[src/rtl/rr_mux_arbiter.sv]
// rr_mux_arbiter: round-robin arbiter with a registered select that drives
// a combinational data multiplexer. Each grant is held until the downstream
// side accepts it or the requester withdraws.
// Optional watchdog: define ARB_TIMEOUT_EN to revoke grants that are stalled
// by out_ready for 15 counted cycles.
module rr_mux_arbiter #(
  parameter int NREQ = 8,
  parameter int DW   = 32,
  parameter int SW   = $clog2(NREQ)
) (
  input  logic                clk,
  input  logic                rst,
  input  logic [NREQ-1:0]     req,
  input  logic [NREQ*DW-1:0]  req_data,
  input  logic                out_ready,
  output logic                out_valid,
  output logic [DW-1:0]       out_data,
  output logic [SW-1:0]       SEL,
  output logic [NREQ-1:0]     grant,
  output logic [NREQ-1:0]     ack,
  output logic                timeout
);

  localparam logic [0:0] IDLE  = 1'b0;
  localparam logic [0:0] GRANT = 1'b1;

  logic [0:0]      state_reg, state_next;
  logic [SW-1:0]   ptr_reg, ptr_next;
  logic [SW-1:0]   sel_reg, sel_next;
  logic [NREQ-1:0] grant_reg, grant_next;
  logic [NREQ-1:0] sel_onehot;
  logic [SW-1:0]   pick_idx;
  logic [SW-1:0]   cand;
  logic            pick_found;
  logic            accept;
  logic [DW-1:0]   words [NREQ];

`ifdef ARB_TIMEOUT_EN
  logic [3:0]      wd_reg, wd_next;
  logic            timeout_reg, timeout_next;
`endif

  // Unpack the flat data bus into one word per requester for the select mux.
  for (genvar gi = 0; gi < NREQ; gi++) begin : g_words
    assign words[gi] = req_data[gi*DW +: DW];
  end

  assign sel_onehot = NREQ'(1) << sel_reg;
  assign out_valid  = (state_reg == GRANT);
  assign out_data   = words[sel_reg];
  assign SEL        = sel_reg;
  assign grant      = grant_reg;
  // A transfer completes when a held grant meets a ready sink; reset wins.
  assign accept     = out_valid && out_ready && !rst;
  assign ack        = accept ? sel_onehot : '0;

`ifdef ARB_TIMEOUT_EN
  assign timeout = timeout_reg;
`else
  assign timeout = 1'b0;
`endif

  // Search upward from ptr, wrapping, for the first active request.
  always_comb begin
    pick_found = 1'b0;
    pick_idx   = ptr_reg;
    cand       = '0;
    for (int i = 0; i < NREQ; i++) begin
      cand = ptr_reg + SW'(i);
      if (!pick_found && req[cand]) begin
        pick_found = 1'b1;
        pick_idx   = cand;
      end
    end
  end

  // Next-state logic for the IDLE/GRANT handshake.
  always_comb begin
    state_next = state_reg;
    ptr_next   = ptr_reg;
    sel_next   = sel_reg;
    grant_next = grant_reg;
`ifdef ARB_TIMEOUT_EN
    wd_next      = wd_reg;
    timeout_next = 1'b0;
`endif
    case (state_reg)
      IDLE: begin
        if (pick_found) begin
          state_next = GRANT;
          sel_next   = pick_idx;
          grant_next = NREQ'(1) << pick_idx;
`ifdef ARB_TIMEOUT_EN
          wd_next    = 4'd0;
`endif
        end
      end
      default: begin
        if (accept) begin
          // Advance fairness pointer past the requester just served.
          state_next = IDLE;
          grant_next = '0;
          ptr_next   = sel_reg + SW'(1);
        end else if (!req[sel_reg]) begin
          // Requester withdrew: cancel without moving the pointer.
          state_next = IDLE;
          grant_next = '0;
        end
`ifdef ARB_TIMEOUT_EN
        else if (wd_reg == 4'd15) begin
          // Stalled too long: revoke and skip this requester next time.
          state_next   = IDLE;
          grant_next   = '0;
          ptr_next     = sel_reg + SW'(1);
          timeout_next = 1'b1;
        end else if (!out_ready) begin
          wd_next = wd_reg + 4'd1;
        end
`endif
      end
    endcase
  end

  // State registers with synchronous reset.
  always_ff @(posedge clk) begin
    if (rst) begin
      state_reg <= IDLE;
      ptr_reg   <= '0;
      sel_reg   <= '0;
      grant_reg <= '0;
    end else begin
      state_reg <= state_next;
      ptr_reg   <= ptr_next;
      sel_reg   <= sel_next;
      grant_reg <= grant_next;
    end
  end

`ifdef ARB_TIMEOUT_EN
  // Watchdog counter and one-cycle timeout pulse.
  always_ff @(posedge clk) begin
    if (rst) begin
      wd_reg      <= 4'd0;
      timeout_reg <= 1'b0;
    end else begin
      wd_reg      <= wd_next;
      timeout_reg <= timeout_next;
    end
  end
`endif

endmodule
[config.mk]
export PLATFORM = sky130hd
export DESIGN_NAME = rr_mux_arbiter
export DESIGN_NICKNAME = d
export VERILOG_FILES = /design/src/rtl/rr_mux_arbiter.sv
export SDC_FILE = /design/constraint.sdc
export NUM_CORES = 1
export LEC_CHECK = 0
export ABC_CLOCK_PERIOD_IN_PS = 8860
export CORE_AREA = 2 2 125 127
export CTS_CLUSTER_SIZE = 30
export DETAILED_ROUTE_END_ITERATION = 10
export DIE_AREA = 0 0 127 129
export GPL_ROUTABILITY_DRIVEN = 0
export GPL_TIMING_DRIVEN = 0
export PLACE_DENSITY_LB_ADDON = 0.05
export SYNTH_ARGS = -nofsm -noshare
export SYNTH_HDL_FRONTEND = slang
export SYNTH_SLANG_ARGS = --single-unit
export TNS_END_PERCENT = 5
[constraint.sdc]
create_clock -name clk -period 8.86 [get_ports clk]
set_input_delay 2.215 -clock clk [delete_from_list [all_inputs] [get_ports clk]]
set_output_delay 2.215 -clock clk [all_outputs]
set_load 0.02 [all_outputs]
---- After elaboration in Yosys (flattened, before gate mapping) ----
Index checks and enable logic that the tools add are counted.
operators by class
  bitwise operators ....................... 2
  add/subtract/negate cells ............... 8
  shift-type cells ........................ 2
  mux-type cells .......................... 45
  reduce and logical (&&, ||, !) cells .... 21
  equal/unequal tests ..................... 1
  magnitude comparators ................... 10
operators by type and width
  cell                                                 count
  binary-select mux 32 bit (select 3 bit)              1
  2-to-1 mux 32 bit                                    2
  2-to-1 mux 8 bit                                     5
  < comparator 3 x 4 -> 1 bit (second input constant)  9
  binary-select mux 1 bit (select 3 bit)               9
  2-to-1 mux 1 bit                                     21
  2-to-1 mux 3 bit                                     7
  << shifter 1 x 3 -> 8 bit (first input constant)     2
  adder 3 bit (second input constant)                  4
  logical AND 1 bit                                    9
  logical NOT 1 bit                                    8
  adder 3 x 1 -> 3 bit (second input constant)         2
  adder 3 x 2 -> 3 bit (second input constant)         2
  AND reduction 2 bit                                  3
  >= comparator 4 bit (second input constant)          1
  NOT 3 -> 4 bit                                       1
  inequality test 3 bit (second input constant)        1
  nonzero test 2 bit                                   1
  NOT 1 bit                                            1
word-level totals
  bits in registers ....................... 15
  word-level logic and storage cells ...... 93
  input bits .............................. 267
  output and inout port bits .............. 53

---- Logic depth before layout (Yosys ltp) ----
  depth in word-level cells ............... 27
  mapped depth ............................ 12
  gate-level depth less buffers ........... 9

---- Least setup slack after synthesis ----
Ideal clock, no wire load.
  kind .................................... input -> output
  from .................................... input rst
  to ...................................... output ack[1]
  data arrival time ....................... 3.010 ns
  path slack .............................. 3.635 ns
  path buffers ............................ 1
  stages .................................. 4
  required time ........................... 6.645 ns
  path through ............................ inv_1 > and3_1 > clkbuf_1 > and3_1
between the ends
  longest elaborated chain between the ends .. 3
ends and longest elaborated chain
  what               line  source
  start, declared    12    input logic rst,
  logical NOT 1 bit  54    assign accept = out_valid && out_ready && !rst;
  logical AND 1 bit  54
  2-to-1 mux 8 bit   55    assign ack = accept ? sel_onehot : '0;
  end, declared      20    output logic [NREQ-1:0] ack,
No other way between the ends.

---- Final worst setup path ----
Same ends and word-level chain as after synthesis.

==> flow_summary_export.csv <==
group,metric,value,unit
timing,post-route-min-period,6.548,ns
detailed_routing,drtPass1Iterations,4,
layout,final_cell_count_no_fill,881,
clock_tree,htreeDepth,1,
clock_tree,clk_pin_slew,0.05,ns
die,dieArea,0.01638,mm²
min_path,hp-start,"grant[4]",
layout,largest_reg_flops,8,
min_path,hold_class,"reg -> reg",
detailed_routing,wl_per_cell,22.49,µm
timing,fmax,0.1527,GHz
min_path,holdPathEnd,"grant[4]",
timing,worst_hold_slack,0.4710,ns
clock_tree,clk_path_buf_depth,2,
synth,ys_seq_area_share,8.013,%
timing,finalSetupViolCount,0,
die,die_x,127,µm
clock_tree,cts_setup_buffers,0,
critical_path,ff2ff_path_depth,11,
global_route,antenna_found_initial,0,
timing,rsz0062_at_grt,"false",
layout,area_delta_synth_final,93.36,%
run_status,status,"finished clean",
critical_path,r2r_end,"grant[6]",
synth,ys_seq_elements,15,
die,core,0.01498,mm²
global_route,top_usage_layer,"met2",
layout,layout.nets,969,
global_route,met3_usage,7.069,%
layout,final_cell_mix,"318 x clkdlybuf4s50_1, 108 x nand2_1, 75 x mux4_2, 16 x clkbuf_1, 15 x dfxtp_1",
placement,dp_cells,877,
critical_path,critPathLaunchType,"primary input",
global_route,use_met1,26.91,%
die,die_y,129,µm
critical_path,cp.arrival,4.33,ns
detailed_routing,post-route-drc-count,0,
critical_path,required,6.65,ns
placement,hpwl,17590,µm
critical_path,endpoint_kind,"output pin",
critical_path,ff2ff_setup_slack,5.20,ns
power_and_ir_drop,finalPower,822.7,µW
clock_tree,cts_sinks,15,
critical_path,reg2reg_from,"ptr_reg[0]",
synth,synth_ff_type,"dfxtp_1",
global_route,grt_max_degree,11,
synth,netlist_instances,371,
timing,fin_setup_tns,0,ns
power_and_ir_drop,leakagePower,2.632,nW
critical_path,criticalPathCategory,"in -> out",
die,start_util,25.02,%
global_route,grt_pass1_wl,28970,µm
global_route,grt_pass1_vias,4894,
layout,final_util,48.38,%
synth,yosysWarnings,0,
die,ios,320,
detailed_routing,drt_iter0_markers,239,
synth,netlist-cell-type-count,60,
timing,slew_viol_final,0,
clock_tree,cts_tree,"built",
die,rows,45,
layout,insertedDiodeCount,0,
global_route,grt.overflow.total,0,
layout,layout_commonest_cell,"clkdlybuf4s50_1",
synth,synthesis.nets,646,
synth,netlist_area,0.003747,mm²
timing,period_share,73.90,%
timing,relSlewSlack,38.71,%
timing,finClkSkew,0.001611,ns
critical_path,crit_fanout,10,
detailed_routing,via_per_inst,5.133,
synth,postSynthAreaPerCell,10.10,µm²
global_route,met2_usage,44.18,%
layout,layout-drive-gt1-share,16.16,%
timing,hold_viol_final,0,
clock_tree,cts_buffers,3,
flow_run,cap_violations,0,
min_path,hold_depth,2,
synth,synth_edf_count,0,
detailed_routing,num_vias,4522,
global_route,grt_usage,23.42,%
clock_tree,clock_latency,0.25,ns
synth,ys_async_sr_fraction,0,%
clock_tree,ctsResizeCount,0,
clock_tree,clockRootBuffer,"clkbuf_16",
placement,io_buffers,318,
detailed_routing,ant_nets,0,
timing,worstMarginPinSlew,0.9193,ns
power_and_ir_drop,ir_drop,81.27,µV
clock_tree,cts-hold-fix-buffers,0,
power_and_ir_drop,p_per_area,113.5,mW/mm²
detailed_routing,wirelength,19820,µm
-- cell usage after synthesis, types with 3 or more instances --
| master | n | area [µm²] |
|---|---|---|
| nand2_1 | 108 | 405.4 |
| mux4_2 | 75 | 1689 |
| clkbuf_1 | 16 | 60.06 |
| dfxtp_1 | 15 | 300.3 |
| nand3_1 | 10 | 50.05 |
| o31ai_1 | 10 | 75.07 |
| ha_1 | 8 | 100.1 |
| inv_1 | 8 | 30.03 |
| o21ai_0 | 8 | 40.04 |
| a21oi_1 | 7 | 35.03 |
| and3_1 | 7 | 43.79 |
| buf_1 | 7 | 26.28 |
| nor2_1 | 6 | 22.52 |
| mux2i_1 | 5 | 50.05 |
| a211oi_1 | 4 | 30.03 |
| and2_1 | 4 | 25.02 |
| mux2_2 | 4 | 45.04 |
| o22ai_1 | 4 | 25.02 |
| xnor2_1 | 4 | 35.03 |
| buf_2 | 3 | 15.01 |
| mux2_4 | 3 | 45.04 |
| mux2i_4 | 3 | 67.56 |
| mux4_1 | 3 | 78.83 |
| nand4_1 | 3 | 18.77 |
| nor3_1 | 3 | 15.01 |
-- cell families after synthesis --
kind of cell	share of synthesized area [%]
flops	8.013
fa+ha+maj	2.671
mux	53.46
compound gates	9.683
simple gates	19.13
buf+inv	5.777
other cells	0.1001
xor+xnor	1.169
-- critical path: stages --
cell and delay, ns:
clkdlybuf4s50_1 0.55, inv_1 0.14, and3_1 0.25, clkbuf_1 0.32, and3_1 0.21, clkdlybuf4s50_1 0.65
-- how the worst max path moves through the flow --
stage                     startpoint  endpoint  slack (ns)  depth (start not counted)
after global routing             rst    ack[6]        2.20                          6
after detailed placement         rst    ack[6]        2.32                          6
after floorplan                  rst    ack[1]        3.63                          4
final                            rst    ack[1]        2.31                          6
after global placement           rst    ack[6]        2.34                          6
after CTS                        rst    ack[6]        2.32                          6
-- per-stage QoR --
| step | instance area [µm²] | setup WS [ns] |
|---|---|---|
| after global routing | 7246 | 2.195 |
| after floorplan | 3747 | 3.635 |
| after global placement | 7166 | 2.342 |
| final | 7246 | 2.312 |
| after CTS | 7246 | 2.316 |
| after detailed placement | 7166 | 2.322 |
-- area by class of cell --
cell class | count | area [µm²]
fill | 1453 | 7731
sequential | 15 | 300.3
clock buffer | 3 | 75.07
inverter | 10 | 37.54
multi-input combinational | 314 | 3231
timing repair buffer | 318 | 3183
tap | 188 | 235.2
clock inverter | 1 | 5.005
buffer | 32 | 178.9
-- power by group --
group | total (mW) | internal [mW] | leakage [nW] | switching, mW
clock network | 0.0893 | 0.0604 | 0.0409 | 0.0290
registers | 0.0815 | 0.0741 | 0.122 | 0.00734
logic | 0.652 | 0.359 | 2.47 | 0.293
total | 0.823 | 0.493 | 2.63 | 0.330
-- routing by layer --
layer  share of wire, %  wire length, µm
met4                1.2              233
met5                  0                0
met1                 36             7176
met3                8.7             1717
met2                 54            10690
Note: power is estimated with default switching activity, not from simulation.
